### src/rtl/arc4_decrypt.sv
// arc4_decrypt: ARC4 decryption engine with 24-bit key and an internal 256x8 state memory.
// Latency from the edge that samples en (counted) to rdy high is 1796 + 10*L cycles.
module arc4_decrypt (
  input  logic        clk,
  input  logic        rst,
  input  logic        en,
  output logic        rdy,
  input  logic [23:0] key,
  output logic [7:0]  ct_addr,
  input  logic [7:0]  ct_rddata,
  output logic [7:0]  pt_addr,
  input  logic [7:0]  pt_rddata,
  output logic [7:0]  pt_wrdata,
  output logic        pt_wren
);
  typedef enum logic [1:0] {IDLE, INIT, KSA, PRGA} top_t;
  typedef enum logic [2:0] {K_RDI, K_WTI, K_RDJ, K_WTJ, K_WRI, K_WRJ} ksa_t;
  typedef enum logic [3:0] {P_LEN, P_LWT, P_PT0, P_RDI, P_WTI, P_RDJ, P_WTJ, P_WRI, P_WRJ,
                            P_RDP, P_WTP, P_XOR, P_PT} prga_t;
  top_t state_q, state_d;
  ksa_t ks_q, ks_d;
  prga_t ps_q, ps_d;
  logic [7:0] i_q, i_d, j_q, j_d, k_q, k_d, si_q, si_d, sj_q, sj_d;
  logic [7:0] pad_q, pad_d, len_q, len_d, xor_q, xor_d;
  logic [1:0] km_q, km_d;
  logic [23:0] key_q, key_d;
  logic [7:0] s_mem [256];
  logic [7:0] s_rd_q, s_addr, s_wd, kbyte;
  logic s_we, init_done, ksa_done, prga_done, unused_pt;
  assign unused_pt = ^pt_rddata;
  assign rdy = state_q == IDLE;
  assign kbyte = km_q == 2'd0 ? key_q[23:16] : km_q == 2'd1 ? key_q[15:8] : key_q[7:0];
  assign init_done = state_q == INIT && i_q == 8'd255;
  assign ksa_done = state_q == KSA && ks_q == K_WRJ && i_q == 8'd255;
  assign prga_done = state_q == PRGA &&
                     ((ps_q == P_PT0 && len_q == 8'd0) || (ps_q == P_PT && k_q == len_q));
  always_ff @(posedge clk) begin
    if (rst) begin
      state_q <= IDLE;
      ks_q <= K_RDI;
      ps_q <= P_LEN;
      i_q <= '0;
      j_q <= '0;
      k_q <= '0;
      km_q <= '0;
      si_q <= '0;
      sj_q <= '0;
      pad_q <= '0;
      len_q <= '0;
      xor_q <= '0;
      key_q <= '0;
    end else begin
      state_q <= state_d;
      ks_q <= ks_d;
      ps_q <= ps_d;
      i_q <= i_d;
      j_q <= j_d;
      k_q <= k_d;
      km_q <= km_d;
      si_q <= si_d;
      sj_q <= sj_d;
      pad_q <= pad_d;
      len_q <= len_d;
      xor_q <= xor_d;
      key_q <= key_d;
    end
  end
  always_ff @(posedge clk) begin
    if (s_we) s_mem[s_addr] <= s_wd;
    s_rd_q <= s_mem[s_addr];
  end
  always_comb begin
    state_d = state_q;
    ks_d = ks_q;
    ps_d = ps_q;
    i_d = i_q;
    j_d = j_q;
    k_d = k_q;
    km_d = km_q;
    si_d = si_q;
    sj_d = sj_q;
    pad_d = pad_q;
    len_d = len_q;
    xor_d = xor_q;
    key_d = key_q;
    s_addr = i_q;
    s_wd = i_q;
    s_we = 1'b0;
    // ct address is held for the whole byte so the read overlaps the S accesses
    ct_addr = state_q == PRGA ? k_q : 8'd0;
    pt_addr = 8'd0;
    pt_wrdata = 8'd0;
    pt_wren = 1'b0;
    case (state_q)
      IDLE: if (en) begin
        state_d = INIT;
        key_d = key;
        i_d = 8'd0;
      end
      INIT: begin
        s_we = 1'b1;
        i_d = i_q + 8'd1;
        if (init_done) begin
          state_d = KSA;
          ks_d = K_RDI;
          j_d = 8'd0;
          km_d = 2'd0;
        end
      end
      KSA: case (ks_q)
        K_RDI: ks_d = K_WTI;
        K_WTI: begin
          si_d = s_rd_q;
          j_d = j_q + s_rd_q + kbyte;
          ks_d = K_RDJ;
        end
        K_RDJ: begin
          s_addr = j_q;
          ks_d = K_WTJ;
        end
        K_WTJ: begin
          sj_d = s_rd_q;
          ks_d = K_WRI;
        end
        K_WRI: begin
          s_we = 1'b1;
          s_wd = sj_q;
          ks_d = K_WRJ;
        end
        K_WRJ: begin
          s_addr = j_q;
          s_we = 1'b1;
          s_wd = si_q;
          i_d = i_q + 8'd1;
          km_d = km_q == 2'd2 ? 2'd0 : km_q + 2'd1;
          ks_d = K_RDI;
          if (ksa_done) begin
            state_d = PRGA;
            ps_d = P_LEN;
            j_d = 8'd0;
            k_d = 8'd0;
          end
        end
        default: ks_d = K_RDI;
      endcase
      default: case (ps_q)
        P_LEN: ps_d = P_LWT;
        P_LWT: begin
          len_d = ct_rddata;
          ps_d = P_PT0;
        end
        P_PT0: begin
          pt_wren = 1'b1;
          pt_wrdata = len_q;
          k_d = 8'd1;
          ps_d = P_RDI;
          if (prga_done) state_d = IDLE;
        end
        P_RDI: begin
          s_addr = i_q + 8'd1;
          i_d = i_q + 8'd1;
          ps_d = P_WTI;
        end
        P_WTI: begin
          si_d = s_rd_q;
          j_d = j_q + s_rd_q;
          ps_d = P_RDJ;
        end
        P_RDJ: begin
          s_addr = j_q;
          ps_d = P_WTJ;
        end
        P_WTJ: begin
          sj_d = s_rd_q;
          ps_d = P_WRI;
        end
        P_WRI: begin
          s_we = 1'b1;
          s_wd = sj_q;
          ps_d = P_WRJ;
        end
        P_WRJ: begin
          s_addr = j_q;
          s_we = 1'b1;
          s_wd = si_q;
          ps_d = P_RDP;
        end
        P_RDP: begin
          s_addr = si_q + sj_q;
          ps_d = P_WTP;
        end
        P_WTP: begin
          pad_d = s_rd_q;
          ps_d = P_XOR;
        end
        P_XOR: begin
          xor_d = ct_rddata ^ pad_q;
          ps_d = P_PT;
        end
        P_PT: begin
          pt_wren = 1'b1;
          pt_addr = k_q;
          pt_wrdata = xor_q;
          k_d = k_q + 8'd1;
          ps_d = P_RDI;
          if (prga_done) state_d = IDLE;
        end
        default: ps_d = P_LEN;
      endcase
    endcase
  end
endmodule

### config.mk
export PLATFORM = sky130hd
export DESIGN_NAME = arc4_decrypt
export DESIGN_NICKNAME = d
export VERILOG_FILES = /design/src/rtl/arc4_decrypt.sv
export SDC_FILE = /design/constraint.sdc
export NUM_CORES = 2
export LEC_CHECK = 0
export BUFFER_PORTS_ARGS = -buffer_cell sky130_fd_sc_hd__buf_2
export CORE_UTILIZATION = 50
export DETAILED_ROUTE_END_ITERATION = 10
export MAX_ROUTING_LAYER = met4
export PLACE_DENSITY = 0.75
export REMOVE_ABC_BUFFERS = 1
export SKIP_CTS_REPAIR_TIMING = 1
export SLEW_MARGIN = 20
export SYNTH_ARGS = -nofsm -noshare
export SYNTH_HDL_FRONTEND = slang
export SYNTH_SLANG_ARGS = --single-unit
### constraint.sdc
create_clock -name clk -period 22.5 [get_ports clk]
set_clock_uncertainty 0.2 [all_clocks]
set_input_delay 1.125 -clock clk [delete_from_list [all_inputs] [get_ports clk]]
set_output_delay 1.125 -clock clk [all_outputs]
set_load 0.02 [all_outputs]
* Yosys cells after proc, flatten, opt, wreduce, memory -nomap -nowiden
Memory sizes are Yosys's and may differ from the RTL's. A register that Yosys moved wholly into a read port is not among the register bits.
Index checks and enable logic that the tools add are counted.
** Word-level totals
- Flip-flop bits (word level) :: 99
- Bits in writable memories :: 2048
- Word-level logic and storage cells :: 152
- Memories :: 1
** Memories
- s_mem :: depth 256, width 8, rd ports 1, clocked after Yosys merged registers in 1, wr ports 1, RTL line 27 : logic [7:0] s_mem [256];
** Cells by class
- Add/sub/neg operators :: 6
- Eq/ne operators :: 32
- Mux-type cells :: 56
- Bitwise gates (word level) :: 4
- Reductions and logical operators :: 40
** Operator list (count)
- one-hot mux 8 bit (2 select lines) :: 10
- 2-to-1 mux 8 bit :: 18
- one-hot mux 8 bit (3 select lines) :: 3
- one-hot mux 4 bit (12 select lines) :: 1
- adder 8 bit :: 3
- == test 4 bit, second input constant :: 5
- 2-to-1 mux 2 bit :: 9
- adder 8 x 1 -> 8 bit, second input constant :: 2
- == test 4 x 3 -> 1 bit, second input constant :: 4
- one-hot mux 3 bit (5 select lines) :: 1
- AND reduction 3 bit :: 5
- nonzero test 4 bit :: 3
- OR reduction 2 bit :: 6
- AND reduction 2 bit :: 5
- == test 4 x 2 -> 1 bit, second input constant :: 2
- == test 8 bit :: 1
- == test 8 bit, second input constant :: 1
- zero test 8 bit :: 1
- 2-to-1 mux 4 bit :: 2
- one-hot mux 4 bit (2 select lines) :: 1
- XOR 8 bit :: 1
- == test 2 bit, second input constant :: 3
- == test 3 x 2 -> 1 bit, second input constant :: 2
- == test 3 bit, second input constant :: 2
- 26 further kinds :: 47

* Logic depth before layout (Yosys ltp)
- Depth after elaboration :: 7
- Gate-level depth with buffers :: 18
- Gate-level depth less buffers :: 15

* Least setup slack after synthesis
Ideal clock, no wire load.
- Path kind :: reg2reg
- From :: reg ps_q[2]
- To :: mem s_mem[0][1] (data pin)
- Data arrival time :: 8918 ps
- Data required time :: 20571 ps
- Setup slack :: 11653 ps
- Cell stages (with the launch flop) :: 7
- Path buffers :: 3
- Clock period less this slack :: 10847 ps
- Cells stage by stage :: dfxtp_1 buf_2 clkbuf_1 and2_1 clkbuf_1 a22oi_1 a31oi_1
** On the way
- Cells in the longest elaborated chain, start to end :: 3
- Elaborated cells between the ends (all ways) :: 4
** RTL lines
- start, declared :: RTL line 22 : prga_t ps_q, ps_d;
- start signal, assigned :: RTL line 55 : ps_q <= ps_d;
- == test 4 bit / == test 4 x 3 -> 1 bit (equally long branches) :: RTL line 146 : default: case (ps_q)
- one-hot mux 8 bit (2 select lines) * :: RTL line 146
- one-hot mux 8 bit (2 select lines) * :: RTL line 94 : case (state_q)
- net s_wd[1] :: RTL line 28 : logic [7:0] s_rd_q, s_addr, s_wd, kbyte;
- end, declared :: RTL line 27
The timed path passes the listed nets; every way through them passes the cells marked *.

* Worst setup path after layout
- From :: reg state_q[0]
- To :: reg s_rd_q[6] (read register of s_mem)
** On the way
- Cells in the longest elaborated chain, start to end :: 3
- Elaborated cells between the ends (all ways) :: 5
** RTL lines
- start, declared :: RTL line 20 : top_t state_q, state_d;
- start signal, assigned :: RTL line 53 : state_q <= state_d;
- == test 2 x 1 -> 1 bit / zero test 2 bit (equally long branches) :: RTL line 94
- OR reduction 2 bit (no line)
- one-hot mux 8 bit (2 select lines) * :: RTL line 94
- end, declared :: RTL line 28
Mark *: on every way between the ends. The rest lies on a longest branch, timed or not.
A chain may end at the register's enable or synchronous reset.

==> results.cfg <==
[route]
drtAntennaViolNets = 0
avgViaCountPerCell = 6.45
wl_per_cell_um = 29.3
first_pass_iters = 6
drc_errors = 0
drt-total-wl_um = 207000
drt_iter0_markers = 6254
vias = 45653

[clocking]
tritoncts.num_buffers = 205
root_buffer = clkbuf_16
cts_sinks = 2155
clockBufferDepth = 3
clkLatencyLatePin_ns = 0.85
htreeDepth = 4
cts_tree = done
clkTransAtPathRegs_ns = 0.06

[placement]
gp_congestion = 0.914
port_buffers = 60
dpl.hpwl_um = 118000
dpl.cell_count = 6694
placed_cell_area_um2 = 88200

[finish]
nFillCells = 12392
fin_cells = 7078
layout_commonest_cell = edfxtp_1
seqCellArea_um2 = 63600
final_nets = 4761
layout_common_cells = edfxtp_1 (2,048), mux4_2 (471), nor2_1 (403)
multi_input_area_um2 = 20600
drive_gt1_frac = 0.194
synthToLayoutAreaGrowth_pct = 10.7
final_cell_area_um2 = 94700

[yosys]
yosys-top-cells-area = edfxtp_1 (72%), mux4_2 (12%), dfxtp_1 (2.5%), nor2_1 (1.8%), mux2i_1 (1.4%)
synth-simple-area-share = 0.0460
avgSynthCellArea_um2 = 18.5
netlist_instances = 4613
synthArstFlopShare = 0
yosysTopAreaCellShare = 0.719
synth_compound_area_frac = 0.0451
yosysTopAreaCell = edfxtp_1
synth-xor-area-share = 0.00440
synthDistinctLibCells = 66
synth_edf_count = 2048
netlist_area_um2 = 85500
ys_ff_latch = 2155
synthMuxAreaShare = 0.138
yosysSeqAreaShare = 0.744
synth_top_family_by_area = multiplexers
synth_fa_ha_area_frac = 0.00480
ys_warn_count = 0
ys.flop_type = edfxtp_1

[sta]
setup_viol = 0
final.setup.tns_ns = 0
post-route-min-period_ns = 7.88
worst_pin_slew_ns = 1.24
slew_headroom = 0.168
rsz0062_at_grt = no
drv_slew = 0
period_share = 0.350
finalHoldViolations = 0
fmax_mhz = 127

[setup_path]
crit_path_start_kind = flop
path_class = flop to flop
critPathCaptureType = flop
cp.required_ns = 23.03
worstPathArrival_ns = 8.42
path_max_fanout = 50

[global_routing]
grt_pass1_vias = 45224
grt_util_all_layers = 0.247
grt_pass1_wl_um = 305000
grt_overflow_total = 0
grt_max_degree = 257
antenna_found_initial = 3

[outcome]
status = completed

[power]
irDropWorstVdd_uv = 78.0
leakagePower_uw = 0.0316
power_density_nw_per_um2 = 101

[die]
io-pin-count = 69
die_w_um = 416
std_cell_rows = 151
chipHeight_um = 416
die-area_um2 = 173000
initial_core_util = 0.504
core-area_um2 = 170000

[worst_hold_path]
worstHoldPathType = flop to flop

[job]
cap_viol_max_count = 0
[critical path: stages, from the launching register on]
cell,delay (ns)
dfxtp_1,0.41
inv_1,0.09
ha_1,0.36
or2_2,0.49
a221o_1,0.43
a221o_1,0.44
o311ai_4,0.08
buf_4,0.69
buf_4,0.76
buf_4,0.76
buf_4,0.91
mux4_2,0.62
a22oi_1,0.24
nand3_1,0.33
a22oi_1,0.39
a22oi_1,0.23
o311a_1,0.20
[metrics by stage]
stage	power [µW]	hold WS (ns)	setup WS, ns	utilization
floorplan	6530	0.230	-4.92	-
global placement	6310	0.246	14.61	0.520
detailed placement	6340	0.249	14.52	0.520
CTS	9600	0.257	14.54	0.557
global route	9860	0.273	14.03	0.558
finish	9580	0.255	14.62	0.558
[path summary, 6_finish.rpt]
path | start | to | slack, ns | cells after the start
setup reg to reg | state_q[0]$_SDFFE_PP0P_ | s_rd_q[6]$_DFF_P_ | 14.62 | 16
hold / removal | key_q[16]$_SDFFE_PP0P_ | key_q[16]$_SDFFE_PP0P_ | 0.26 | 2
setup / recovery | state_q[0]$_SDFFE_PP0P_ | s_rd_q[6]$_DFF_P_ | 14.62 | 16
hold reg to reg | key_q[16]$_SDFFE_PP0P_ | key_q[16]$_SDFFE_PP0P_ | 0.26 | 2
[flip-flops by register name (all words and copies together), names as in the netlist]
signal	flops
i_q	8
sj_q	8
state_q	2
s_rd_q	8
km_q	2
key_q	24
len_q	8
xor_q	8
k_q	8
j_q	8
s_mem	2048
ps_q	4
pad_q	8
ks_q	3
si_q	8
[metal layers]
| layer | up-vias | GRT usage | part of all wire |
|---|---|---|---|
| li1 | 18816 | - | - |
| met1 | 23585 | 0.328 | 0.38 |
| met2 | 2813 | 0.374 | 0.47 |
| met3 | 439 | 0.0589 | 0.11 |
| met4 | 0 | 0.0934 | 0.038 |
| met5 | - | - | 0 |
[Yosys cell counts (4+ instances only)]
library cell	n
and4_1	12
o2111ai_1	8
dfxtp_1	107
buf_1	23
a21o_1	7
a221o_1	4
or2_2	4
nand2_1	296
and3_1	22
buf_6	22
o211ai_1	5
a221oi_1	48
or3_1	4
a22oi_1	134
a21oi_1	160
buf_4	30
o22ai_1	18
nor2_1	412
a211oi_1	15
nand2b_1	17
nor4_1	4
mux2i_1	117
nor2b_1	7
inv_1	20
clkbuf_1	144
a31oi_1	8
edfxtp_1	2048
o21ai_0	79
and2_1	16
xor2_1	14
o21bai_1	6
o21ai_1	10
mux4_2	471
nor3_1	24
a32oi_1	30
nand3_1	73
o22a_1	6
a22o_1	6
ha_1	28
xnor2_1	29
nand4_1	18
buf_2	64
o311ai_1	6
[area by class of cell]
type / instances / share of cell area
diodes: 9 / 0.000238
multi-input cells: 2155 / 0.218
flip-flops and latches: 2155 / 0.672
inverters: 20 / 0.000793
well taps: 2218 / 0.0293
repair buffers: 150 / 0.0120
clock inverters: 107 / 0.00978
clock buffers: 264 / 0.0576
[logic make-up (layout without fill, tap and decap cells)]
family	after synthesis	after routing
fa+ha+maj	31	31
mux	590	590
compound gates	572	572
simple gates	919	919
buf+inv	303	541
xor+xnor	43	43
other cells	0	9
flops	2155	2155
[where the power goes]
part	internal [µW]	leakage, µW	switching [µW]
sequential	4580	0.0216	60.3
combinational	619	0.00688	1020
clock	1830	0.00311	1470
No activity file was read; power rests on OpenSTA's default activity.
